===== config.mk =====
export PLATFORM = sky130hd
export DESIGN_NAME = instr_decode_ctrl
export DESIGN_NICKNAME = d
export VERILOG_FILES = /design/src/rtl/nano_pkg.sv /design/src/rtl/program_counter.sv /design/src/rtl/instr_decode_ctrl.sv
export SDC_FILE = /design/constraint.sdc
export NUM_CORES = 1
export LEC_CHECK = 0
export CORE_UTILIZATION = 47
export DETAILED_ROUTE_END_ITERATION = 6
export MAX_ROUTING_LAYER = met4
export PLACE_DENSITY = 0.84
export SLEW_MARGIN = 20
export SYNTH_ARGS = -nofsm -noshare
export SYNTH_HDL_FRONTEND = slang
export SYNTH_HIERARCHICAL = 1
export SYNTH_SLANG_ARGS = --single-unit

===== constraint.sdc =====
create_clock -name Clk -period 4.35 [get_ports Clk]
set_input_delay 0.87 -clock Clk [delete_from_list [all_inputs] [get_ports Clk]]
set_output_delay 0.87 -clock Clk [all_outputs]
set_load 0.01 [all_outputs]

===== src/rtl/nano_pkg.sv =====
// Shared definitions for the 4-bit nano processor control path:
// width constants, opcode values, FSM state encoding and a small
// decode helper used by the instruction decode controller.
package nano_pkg;

  localparam int PC_W      = 3;
  localparam int DATA_W    = 4;
  localparam int INSTR_W   = 12;
  localparam int REG_SEL_W = 3;

  localparam logic [1:0] OP_ADD  = 2'b00;
  localparam logic [1:0] OP_NEG  = 2'b01;
  localparam logic [1:0] OP_MOVI = 2'b10;
  localparam logic [1:0] OP_JZR  = 2'b11;

  typedef enum logic [1:0] {
    ST_IDLE  = 2'd0,
    ST_FETCH = 2'd1,
    ST_EXEC  = 2'd2,
    ST_WB    = 2'd3
  } state_t;

  // R0 reads as constant zero, so any write aimed at it is dropped.
  function automatic logic writes_reg(input logic [1:0] op,
                                      input logic [REG_SEL_W-1:0] ra);
    return (op != OP_JZR) && (ra != '0);
  endfunction

endpackage


===== src/rtl/program_counter.sv =====
// Program counter for the nano processor: a small register that either
// loads a jump target or increments with natural wrap-around (7 -> 0).
// Load takes priority over Inc.
module program_counter
  import nano_pkg::*;
#(
  parameter int W = PC_W
) (
  input  logic         Clk,
  input  logic         Reset_n,
  input  logic         Inc,
  input  logic         Load,
  input  logic [W-1:0] Load_Val,
  output logic [W-1:0] Pc
);

  logic [W-1:0] pc_reg;
  logic [W-1:0] pc_next;

  // Select jump target, incremented address or hold.
  always_comb begin
    pc_next = pc_reg;
    if (Load) begin
      pc_next = Load_Val;
    end else if (Inc) begin
      pc_next = pc_reg + 1'b1;
    end
  end

  // Address register, cleared to the first ROM word on reset.
  always_ff @(posedge Clk or negedge Reset_n) begin
    if (!Reset_n) begin
      pc_reg <= '0;
    end else begin
      pc_reg <= pc_next;
    end
  end

  assign Pc = pc_reg;

endmodule


===== src/rtl/instr_decode_ctrl.sv =====
// Instruction fetch/decode/sequencing stage of the 4-bit nano processor.
// Each instruction takes three cycles: FETCH latches the ROM word into the
// instruction register, EXEC presents the decoded operand/ALU controls, and
// WB holds those controls, pulses the bank write strobe and updates the PC.
// All controls are decoded from state and IR, so an asynchronous reset
// removes them (including Wr_Strobe) immediately.
//
// Optional build macro INSTR_DECODE_SINGLE_STEP_EN adds a Step input: a
// rising edge of Step starts one instruction from IDLE even when Run=0.
module instr_decode_ctrl
  import nano_pkg::*;
(
  input  logic                 Clk,
  input  logic                 Reset_n,
  input  logic                 Run,
`ifdef INSTR_DECODE_SINGLE_STEP_EN
  input  logic                 Step,
`endif
  input  logic [INSTR_W-1:0]   Instr,
  input  logic                 Rs_Zero,
  output logic [PC_W-1:0]      Pc,
  output logic [REG_SEL_W-1:0] Mux_A_Sel,
  output logic [REG_SEL_W-1:0] Mux_B_Sel,
  output logic                 Neg_Sel,
  output logic                 Load_Sel,
  output logic [DATA_W-1:0]    Imm_Val,
  output logic [REG_SEL_W-1:0] Reg_En,
  output logic                 Wr_Strobe,
  output logic                 Busy
);

  state_t               state_reg;
  state_t               state_next;
  logic [INSTR_W-1:0]   ir_reg;
  logic [INSTR_W-1:0]   ir_next;
  logic                 pc_inc;
  logic                 pc_load;
  logic                 start_req;
  logic                 ctrl_active;

  // Instruction fields
  logic [1:0]           op;
  logic [REG_SEL_W-1:0] ra;
  logic [REG_SEL_W-1:0] rb;
  logic [DATA_W-1:0]    imm;
  logic [PC_W-1:0]      jmp_target;

  assign op         = ir_reg[11:10];
  assign ra         = ir_reg[9:7];
  assign rb         = ir_reg[6:4];
  assign imm        = ir_reg[3:0];
  assign jmp_target = ir_reg[2:0];

`ifdef INSTR_DECODE_SINGLE_STEP_EN
  logic step_prev_reg;

  // Remember last Step level so a single rising edge can be detected.
  always_ff @(posedge Clk or negedge Reset_n) begin
    if (!Reset_n) begin
      step_prev_reg <= 1'b0;
    end else begin
      step_prev_reg <= Step;
    end
  end

  assign start_req = Run | (Step & ~step_prev_reg);
`else
  assign start_req = Run;
`endif

  // State and instruction register.
  always_ff @(posedge Clk or negedge Reset_n) begin
    if (!Reset_n) begin
      state_reg <= ST_IDLE;
      ir_reg    <= '0;
    end else begin
      state_reg <= state_next;
      ir_reg    <= ir_next;
    end
  end

  // Next-state sequencing, IR capture, PC control and decoded outputs.
  always_comb begin
    state_next  = state_reg;
    ir_next     = ir_reg;
    pc_inc      = 1'b0;
    pc_load     = 1'b0;
    ctrl_active = 1'b0;
    Mux_A_Sel   = '0;
    Mux_B_Sel   = '0;
    Neg_Sel     = 1'b0;
    Load_Sel    = 1'b0;
    Imm_Val     = '0;
    Reg_En      = '0;
    Wr_Strobe   = 1'b0;
    Busy        = (state_reg != ST_IDLE);

    case (state_reg)
      ST_IDLE: begin
        if (start_req) begin
          state_next = ST_FETCH;
        end
      end
      ST_FETCH: begin
        ir_next    = Instr;
        state_next = ST_EXEC;
      end
      ST_EXEC: begin
        ctrl_active = 1'b1;
        state_next  = ST_WB;
      end
      ST_WB: begin
        ctrl_active = 1'b1;
        Wr_Strobe   = writes_reg(op, ra);
        // Rs_Zero reflects the register selected by Mux_A_Sel (= RA) now.
        if ((op == OP_JZR) && Rs_Zero) begin
          pc_load = 1'b1;
        end else begin
          pc_inc = 1'b1;
        end
        state_next = Run ? ST_FETCH : ST_IDLE;
      end
      default: begin
        state_next = ST_IDLE;
      end
    endcase

    // Controls are identical in EXEC and WB so the bank sees stable selects.
    if (ctrl_active) begin
      Mux_A_Sel = ra;
      Mux_B_Sel = (op == OP_ADD) ? rb : '0;
      Neg_Sel   = (op == OP_NEG);
      Load_Sel  = (op == OP_MOVI);
      Imm_Val   = imm;
      Reg_En    = (op == OP_JZR) ? '0 : ra;
    end
  end

  program_counter #(
    .W (PC_W)
  ) u_program_counter (
    .Clk      (Clk),
    .Reset_n  (Reset_n),
    .Inc      (pc_inc),
    .Load     (pc_load),
    .Load_Val (jmp_target),
    .Pc       (Pc)
  );

endmodule


Word level (Yosys, flattened, before mapping)
Cells that the tools add are included.
{"block": "totals", "elab_cells": 39, "out_inout_bits": 20, "register_bits": 17, "input_bits": 16}
{"block": "classes", "eq_ne": 8, "n_reduce_logical": 8, "muxes": 19, "addsub": 1}
{"op": "$mux 3", "n": 7}
{"op": "$mux 1", "n": 9}
{"op": "$eq 2x2->1 const B", "n": 4}
{"op": "$pmux 2 s4", "n": 1}
{"op": "$eq 2x1->1 const B", "n": 2}
{"op": "$logic_not 2->1", "n": 2}
{"op": "$mux 4", "n": 1}
{"op": "$ne 2x2->1 const B", "n": 2}
{"op": "$reduce_bool 2->1", "n": 2}
{"op": "$add 3x1->3 const B", "n": 1}
{"op": "$reduce_bool 3->1", "n": 1}
{"op": "$logic_and 1x1->1", "n": 2}
{"op": "$mux 2", "n": 1}
{"op": "$reduce_or 2->1", "n": 1}

Longest topological paths before layout
Gate-level depths: netlist of run 1.
{"block": "logic_depth", "depth_word": 6, "mapped_depth": 5, "mapped_depth_nobuf": 5}

By module
The synthesis of run 1 kept the hierarchy.
{"mod": "instr_decode_ctrl", "n_inst": 1, "area_per_inst_um2": 825.8, "cells_per_inst": 68}
{"mod": "program_counter", "n_inst": 1, "area_per_inst_um2": 153.9, "cells_per_inst": 14}

Worst setup path before layout of run 1
Ideal clock, no wire load.
{"block": "synth_timing", "path_type": "flip-flop to output port", "start": "reg state_reg[0]", "end": "out Imm_Val[0]", "path_slack_ps": 2301, "t_required_ps": 3480, "path_stages_with_launch": 5, "n_path_buf": 0, "t_arrival_ps": 1179, "cell_sequence": "dfrtp_1 inv_1 ha_1 nor2_1 and2b_1"}
{"block": "synth_between", "elab_chain_cells": 4}
{"element": "from (decl)", "line": "instr_decode_ctrl.sv:32", "rtl": "state_t state_reg;"}
{"element": "from (signal assigned)", "line": "instr_decode_ctrl.sv:77", "rtl": "state_reg <= state_next;"}
{"element": "$eq 2x2->1", "line": "instr_decode_ctrl.sv:98", "rtl": "case (state_reg)"}
{"element": "$reduce_or 2->1 (no source line) *"}
{"element": "$mux 1 *", "line": "instr_decode_ctrl.sv:98"}
{"element": "$mux 4 *", "line": "instr_decode_ctrl.sv:129", "rtl": "if (ctrl_active) begin"}
{"element": "to (decl)", "line": "instr_decode_ctrl.sv:26", "rtl": "output logic [DATA_W-1:0] Imm_Val,"}
Mark *: on every way between the ends. The rest lies on a longest branch, timed or not.

Worst setup path in the final report of run 1
{"block": "layout_timing", "start": "reg state_reg[0]", "end": "out Imm_Val[1]"}
Same word-level chain as after synthesis.

==> metrics, run 1 <==
post-cts resize count=0; Gate Count Post-Synth=82; Synth Area per Inst=11.95 sq um; list of most frequent post-synthesis cells=17 x dfrtp_1, 10 x mux2_4, 7 x ha_1, 5 x and2b_1, 5 x nand2_1; Initial Utilization=49.94%; RSZ-0062 raised after global routing=no; Setup TNS Final=0 ns; ys flop type=dfrtp_1; startpoint types=flop; Final Cycle Share=70.08%; mux contribution to synthesized area=18.65%; adder-cell share of the synthesized area=8.940%; Clock Pin Slew Worst Setup and Hold Paths=0.09 ns; sequential cell area fraction in the yosys report=43.42%; final wirelength=2027 um; Num CTS Buffers=3; Placer Congestion=0.7279; die height=47.66 um; number of synthesis warnings=6; post-synthesis instance area=979.7 sq um; Via-to-Cell Ratio=5.109; CP Capture Point=Imm_Val[1]; die area=2271 sq um; register bit count reported by yosys=17; WP data required=3.48 ns; Rows=16; Top Ports=36; CTS tree=done; FF+latch area=425.4 sq um; vias in the first global route=686; Post-CTS Setup Bufs=0; Slowest cell on crit path=clkdlybuf4s50_1; Post-Place Cells=143; clock latency on the worst-skew pair=0.29 ns; fillers=153; Slew headroom=49.85%; Total Nets Final=144; area of the multi-input gates=528.0 sq um; PwrDens=772.1 nW/um^2; Starting DRT DRC Count=6; pin count of the biggest net entering global routing=18; Pre-Repair DR Iteration Count=4; flop-to-flop setup slack=2.59 ns; Post-Synth Simple-Gate Area=18.52%; xor-xnor portion of the synthesized cell area=0.8940%; Synth top area share=43.42%; Pleak=0.6137 nW; ranking of synthesized cells by area=dfrtp_1 43%, mux2_4 15%, ha_1 8.9%, and2b_1 3.8%, mux2_2 2.3%; Bufs on Longest Clock Path=2; Post-DRT Antenna Nets=0; initial antenna violation count=0; EDFF count, synth=0; count leader, synth=dfrtp_1; Pins Over Slew Limit=0; FMAX=328.1 MHz; hold_buf cts=0; hold crit path type=reg2reg; first-pass GRT wire length=2932 um; minimum clock period=3.048 ns; CP Capture Type=output port; CTS root buffer=clkbuf_4; critical path arrival=2.18 ns; Final Non-Filler Cells=147; combinational family with the most area after synthesis=multiplexers; I/O Buffers=35; Yosys top cell by area=dfrtp_1; antenna cells=0; final setup fails=0; average wire per standard cell=13.79 um; gr usage total=19.74%; kind of critical path=reg2out; worst-case reg-to-reg path depth=3; reg2reg end=ir_reg[0]$_DFFE_PN0N_; Max stage delay on crit path=0.48 ns; peak supply drop=0.4165 mV; number of flip-flops in the largest register=12; Area Growth Syn to Fin=40.74%; crit path from=state_reg[0]$_DFFE_PN0P_; Netlist cell types=26; max cap viols=0; fraction of layout cells with a size suffix above 1=13.33%; Synth Area in Compound Gates=6.897%; critical path fanouts, max=7; Max Clock Skew=0.002028 ns; crit-path cells=inv_1 > ha_1 > nor2_1 > and2b_1 > clkdlybuf4s50_1; RR Startpoint=state_reg[1]$_DFFE_PN0P_; CTS HTree Levels=1; grt ovf=0; syn_nets=105; outcome=finished clean; final hold viol count=0; Least-Margin Pin Slew=0.7499 ns; dpl hpwl=1587 um; vias post-DR=751; # DRC=0; Die Width=47.66 um; ys async rst share=100.0%; clock sink total=17; Core Area=1962 sq um
-- final cells by class --
type                            instances  share of cell area [%]
Multi-Input combinational cell         60                   38.29
Sequential cell                        17                   30.85
Timing Repair Buffer                   35                   25.41
Tap cell                               27                   2.450
Clock buffer                            4                   1.906
Inverter                                4                   1.089
-- where the power goes --
| group | leakage (nW) | internal [mW] | total, mW | switching [mW] |
|---|---|---|---|---|
| combinational | 0.399 | 0.396 | 0.662 | 0.265 |
| sequential | 0.200 | 0.242 | 0.318 | 0.0757 |
| clock | 0.0150 | 0.0357 | 0.0846 | 0.0489 |
| total | 0.614 | 0.675 | 1.06 | 0.390 |
-- worst max-delay path: cells and delay by family, from the launching register on --
| family | cells | cell delay (ns) |
|---|---|---|
| flip-flops | 1 | 0.43 |
| AND/OR/NAND/NOR | 2 | 0.60 |
| buffers and inverters | 2 | 0.61 |
| adder cells (fa/ha/maj) | 1 | 0.24 |
-- cell usage in the layout, fill, tap and decap left out, types with 2 or more instances in the layout --
master,n
clkdlybuf4s50_1,35
dfrtp_1,17
mux2_4,10
ha_1,7
and2b_1,5
nand2_1,5
inv_1,4
nor2_1,3
and2_1,3
nor2b_1,3
and3_1,3
nor3b_1,3
o21ai_0,3
clkbuf_4,3
mux2_2,2
a21oi_1,2
-- routing by layer --
layer | global-route usage, % | vias to the layer above | wire length [um]
li1 | - | 361 | -
met1 | 21.85 | 363 | 858
met2 | 35.62 | 25 | 1057
met3 | 3.396 | 2 | 85
met4 | 6.667 | 0 | 26
met5 | - | - | 0
-- how the worst min path moves through the flow --
stage / cells after the start / startpoint / to / slack [ns]
2_1_floorplan: 2 / ir_reg[0]$_DFFE_PN0N_ / u_program_counter/Pc[0]$_DFFE_PN0P_ / 0.46
3_3_place_gp: 1 / ir_reg[4]$_DFFE_PN0N_ / ir_reg[4]$_DFFE_PN0N_ / 0.49
3_5_place_dp: 1 / ir_reg[4]$_DFFE_PN0N_ / ir_reg[4]$_DFFE_PN0N_ / 0.48
4_1_cts: 1 / ir_reg[4]$_DFFE_PN0N_ / ir_reg[4]$_DFFE_PN0N_ / 0.51
5_1_grt: 1 / ir_reg[4]$_DFFE_PN0N_ / ir_reg[4]$_DFFE_PN0N_ / 0.54
6_report: 1 / ir_reg[4]$_DFFE_PN0N_ / ir_reg[4]$_DFFE_PN0N_ / 0.51
-- per-stage QoR --
stage                     utilization [%]  setup WS, ns  power [mW]  hold WS [ns]  instance area (sq um)
after CTS                           70.28         1.290       1.075        0.5140                   1379
after floorplan                         -         2.301      0.7176        0.4645                  979.7
after detailed placement            68.94         1.631      0.9840        0.4844                   1353
final                               70.28         1.302       1.065        0.5065                   1379
after global placement              68.94         1.717      0.9558        0.4857                   1353
after global routing                70.28         1.186       1.145        0.5426                   1379
-- cell families (layout without fill, tap and decap cells) --
kind of cell               after synthesis  in the layout
AOI/OAI and AO/OA                       10             10
xor gates and xnor gates                 1              1
adders and majority gates                7              7
buffers and inverters                    5             43
DFF                                     17             17
muxes                                   13             13
and+or+nand+nor                         29             29
Power figures use the tool's default switching activity.
==> run 2: changes to the inputs <==
--- a/config.mk
+++ b/config.mk
@@ -5,10 +5,10 @@
 export SDC_FILE = /design/constraint.sdc
 export NUM_CORES = 1
 export LEC_CHECK = 0
-export CORE_UTILIZATION = 47
+export CORE_UTILIZATION = 39
 export DETAILED_ROUTE_END_ITERATION = 6
 export MAX_ROUTING_LAYER = met4
-export PLACE_DENSITY = 0.84
+export PLACE_DENSITY = 0.74
 export SLEW_MARGIN = 20
 export SYNTH_ARGS = -nofsm -noshare
 export SYNTH_HDL_FRONTEND = slang
==> constraint.sdc (replaced) <==
create_clock -name Clk -period 2.5 [get_ports Clk]
set_input_delay 0.5 -clock Clk [delete_from_list [all_inputs] [get_ports Clk]]
set_output_delay 0.5 -clock Clk [all_outputs]
set_load 0.01 [all_outputs]
==> run 2 against run 1 <==
Against the previous run: first-iteration DRC count increased by 83%; combinational power increased by 81%; critical path depth unchanged; core utilization decreased by 8.2 points; critical path type unchanged; non-clock buffer count increased by 1; wire length increased by 5.9%.
==> metrics, run 2 (synthesized netlist as in run 1, its figures left out) <==
outcome=finished clean (unchanged); critical path arrival=1.88 ns (was 2.18 ns); FMAX=420.4 MHz; Pleak=0.6731 nW (was 0.6137 nW); PwrDens=1342 nW/um^2 (was 772.1 nW/um^2); Die Width=52.12 um (was 47.66 um); Pre-Repair DR Iteration Count=4 (unchanged); fraction of layout cells with a size suffix above 1=19.83% (was 13.33%); CTS tree=done (unchanged); minimum clock period=2.378 ns; grt ovf=0 (unchanged); Fin Hold WS=0.5183 ns (was 0.5065 ns); Slew headroom=49.05% (was 49.85%); crit path from=state_reg[0]$_DFFE_PN0P_ (unchanged); Rows=17 (was 16); Starting DRT DRC Count=11 (was 6); fillers=187 (was 153); kind of critical path=reg2out (unchanged); die area=2716 sq um (was 2271 sq um); startpoint types=flop (unchanged); Area Growth Syn to Fin=45.47% (was 40.74%); HP Start=ir_reg[0]$_DFFE_PN0N_ (was ir_reg[4]$_DFFE_PN0N_); final setup fails=0 (unchanged); most frequent cells in the layout=32 x clkdlybuf4s50_1, 16 x dfrtp_1, 10 x mux2_4 (was 35 x clkdlybuf4s50_1, 17 x dfrtp_1, 10 x mux2_4); final hold viol count=0 (unchanged); Initial Utilization=42.65% (was 49.94%); Core Area=2297 sq um (was 1962 sq um); RSZ-0062 raised after global routing=no (unchanged); Post-DRT Antenna Nets=0 (unchanged); Placer Congestion=0.7721 (was 0.7279); Total Nets Final=145 (was 144); dpl hpwl=1621 um (was 1587 um); Final Cycle Share=95.14%; Pins Over Slew Limit=0 (unchanged); Clock Pin Slew Worst Setup and Hold Paths=0.10 ns (was 0.09 ns); max cap viols=0 (unchanged); commonest non-fill, non-tap cell in the layout=clkdlybuf4s50_1 (unchanged); CTS root buffer=clkbuf_4 (unchanged); WP data required=2.00 ns (was 3.48 ns); Least-Margin Pin Slew=0.7619 ns (was 0.7499 ns); critical path fanouts, max=6 (was 7); hold crit path type=reg2reg (unchanged); clock latency on the worst-skew pair=0.28 ns (was 0.29 ns); Num CTS Buffers=3 (unchanged); antenna cells=0 (unchanged); CP Capture Type=output port (unchanged); die height=52.12 um (was 47.66 um); hold_buf cts=0 (unchanged); Via-to-Cell Ratio=5.034 (was 5.109); first-pass GRT wire length=3374 um (was 2932 um); pin count of the biggest net entering global routing=18 (unchanged); initial antenna violation count=0 (unchanged); final wirelength=2146 um (was 2027 um); gr usage total=17.73% (was 19.74%); RR Startpoint=state_reg[1]$_DFFE_PN0P_ (unchanged); Bufs on Longest Clock Path=2 (unchanged); clock sink total=17 (unchanged); Max Clock Skew=0.003721 ns (was 0.002028 ns); I/O Buffers=35 (unchanged); # DRC=0 (unchanged); average wire per standard cell=14.40 um (was 13.79 um); number of flip-flops in the largest register=12 (unchanged); Setup TNS Final=0 ns (unchanged); vias post-DR=750 (was 751); vias in the first global route=734 (was 686); CTS HTree Levels=1 (unchanged); Top Ports=36 (unchanged); peak supply drop=0.8335 mV (was 0.4165 mV)
==> run 2: cell types whose count changed in the layout (fill, tap and decap cells not counted), moves of 2 or more <==
cell             change
clkdlybuf4s50_1      -3
ha_1                 -2
nor2_1               -2
dlymetal6s2s_1       +3
==> run 2: critical path, cell delays in order, from the launching register on <==
cell             delay (ns)
dfrtp_2                0.47
inv_4                  0.10
ha_4                   0.16
nor2_2                 0.06
nor3b_1                0.22
clkdlybuf4s50_1        0.57
==> run 2: report_power, final <==
| group | internal [mW] | leakage (nW) | total [mW] | switching (mW) |
|---|---|---|---|---|
| Combinational | 0.718 | 0.456 | 1.20 | 0.478 |
| Sequential | 0.423 | 0.199 | 0.572 | 0.149 |
| Clock | 0.0593 | 0.0177 | 0.145 | 0.0856 |
| Total | 1.20 | 0.673 | 1.91 | 0.712 |
==> run 2: metal layers <==
metal  global-route usage [%]  up-vias  wire length, um
li1                         -      364                -
met1                    22.78      364              971
met2                    28.63       18             1075
met3                    2.632        4               77
met4                    5.405        0               22
met5                        -        -                0
==> run 2: repair_timing <==
action | 4_1_cts | 5_1_grt
endpoints found under the hold margin | 0 | 0
resized for setup | 6 | 6
endpoints found under the setup margin | 14 | 8
setup buffers | 0 | 0
==> run 2: final cells by class <==
type / count / area [sq um] / area share [%]
Multi-Input combinational cell: 60 / 553.0 / 38.81
Sequential cell: 17 / 426.7 / 29.94
Timing Repair Buffer: 36 / 365.4 / 25.64
Tap cell: 28 / 35.03 / 2.458
Clock buffer: 3 / 22.52 / 1.580
Inverter: 4 / 17.52 / 1.229
Clock inverter: 1 / 5.005 / 0.3512
==> run 2: worst paths after layout <==
check                           slack, ns                                   to  depth (start not counted)
max in group asynchronous            1.33             state_reg[0]$_DFFE_PN0P_                          1
worst min register to register       0.52  u_program_counter/Pc[0]$_DFFE_PN0P_                          2
worst max-delay path                 0.12                             Load_Sel                          5
worst min-delay path                 0.52  u_program_counter/Pc[0]$_DFFE_PN0P_                          2
min in group asynchronous            0.65                ir_reg[4]$_DFFE_PN0N_                          1
worst max register to register       0.74                ir_reg[8]$_DFFE_PN0N_                          4
==> run 2: metrics by stage <==
step	worst slack (ns)	power [mW]	std cells	utilization, %	cell area (sq um)
2_1_floorplan	0.8214	1.249	82	-	979.7
6_report	0.1215	1.913	149	62.04	1425
5_1_grt	0.02189	2.059	149	62.04	1425
3_3_place_gp	0.2250	1.681	145	59.26	1361
4_1_cts	0.01777	1.905	149	61.06	1403
3_5_place_dp	0.1362	1.727	145	59.26	1361
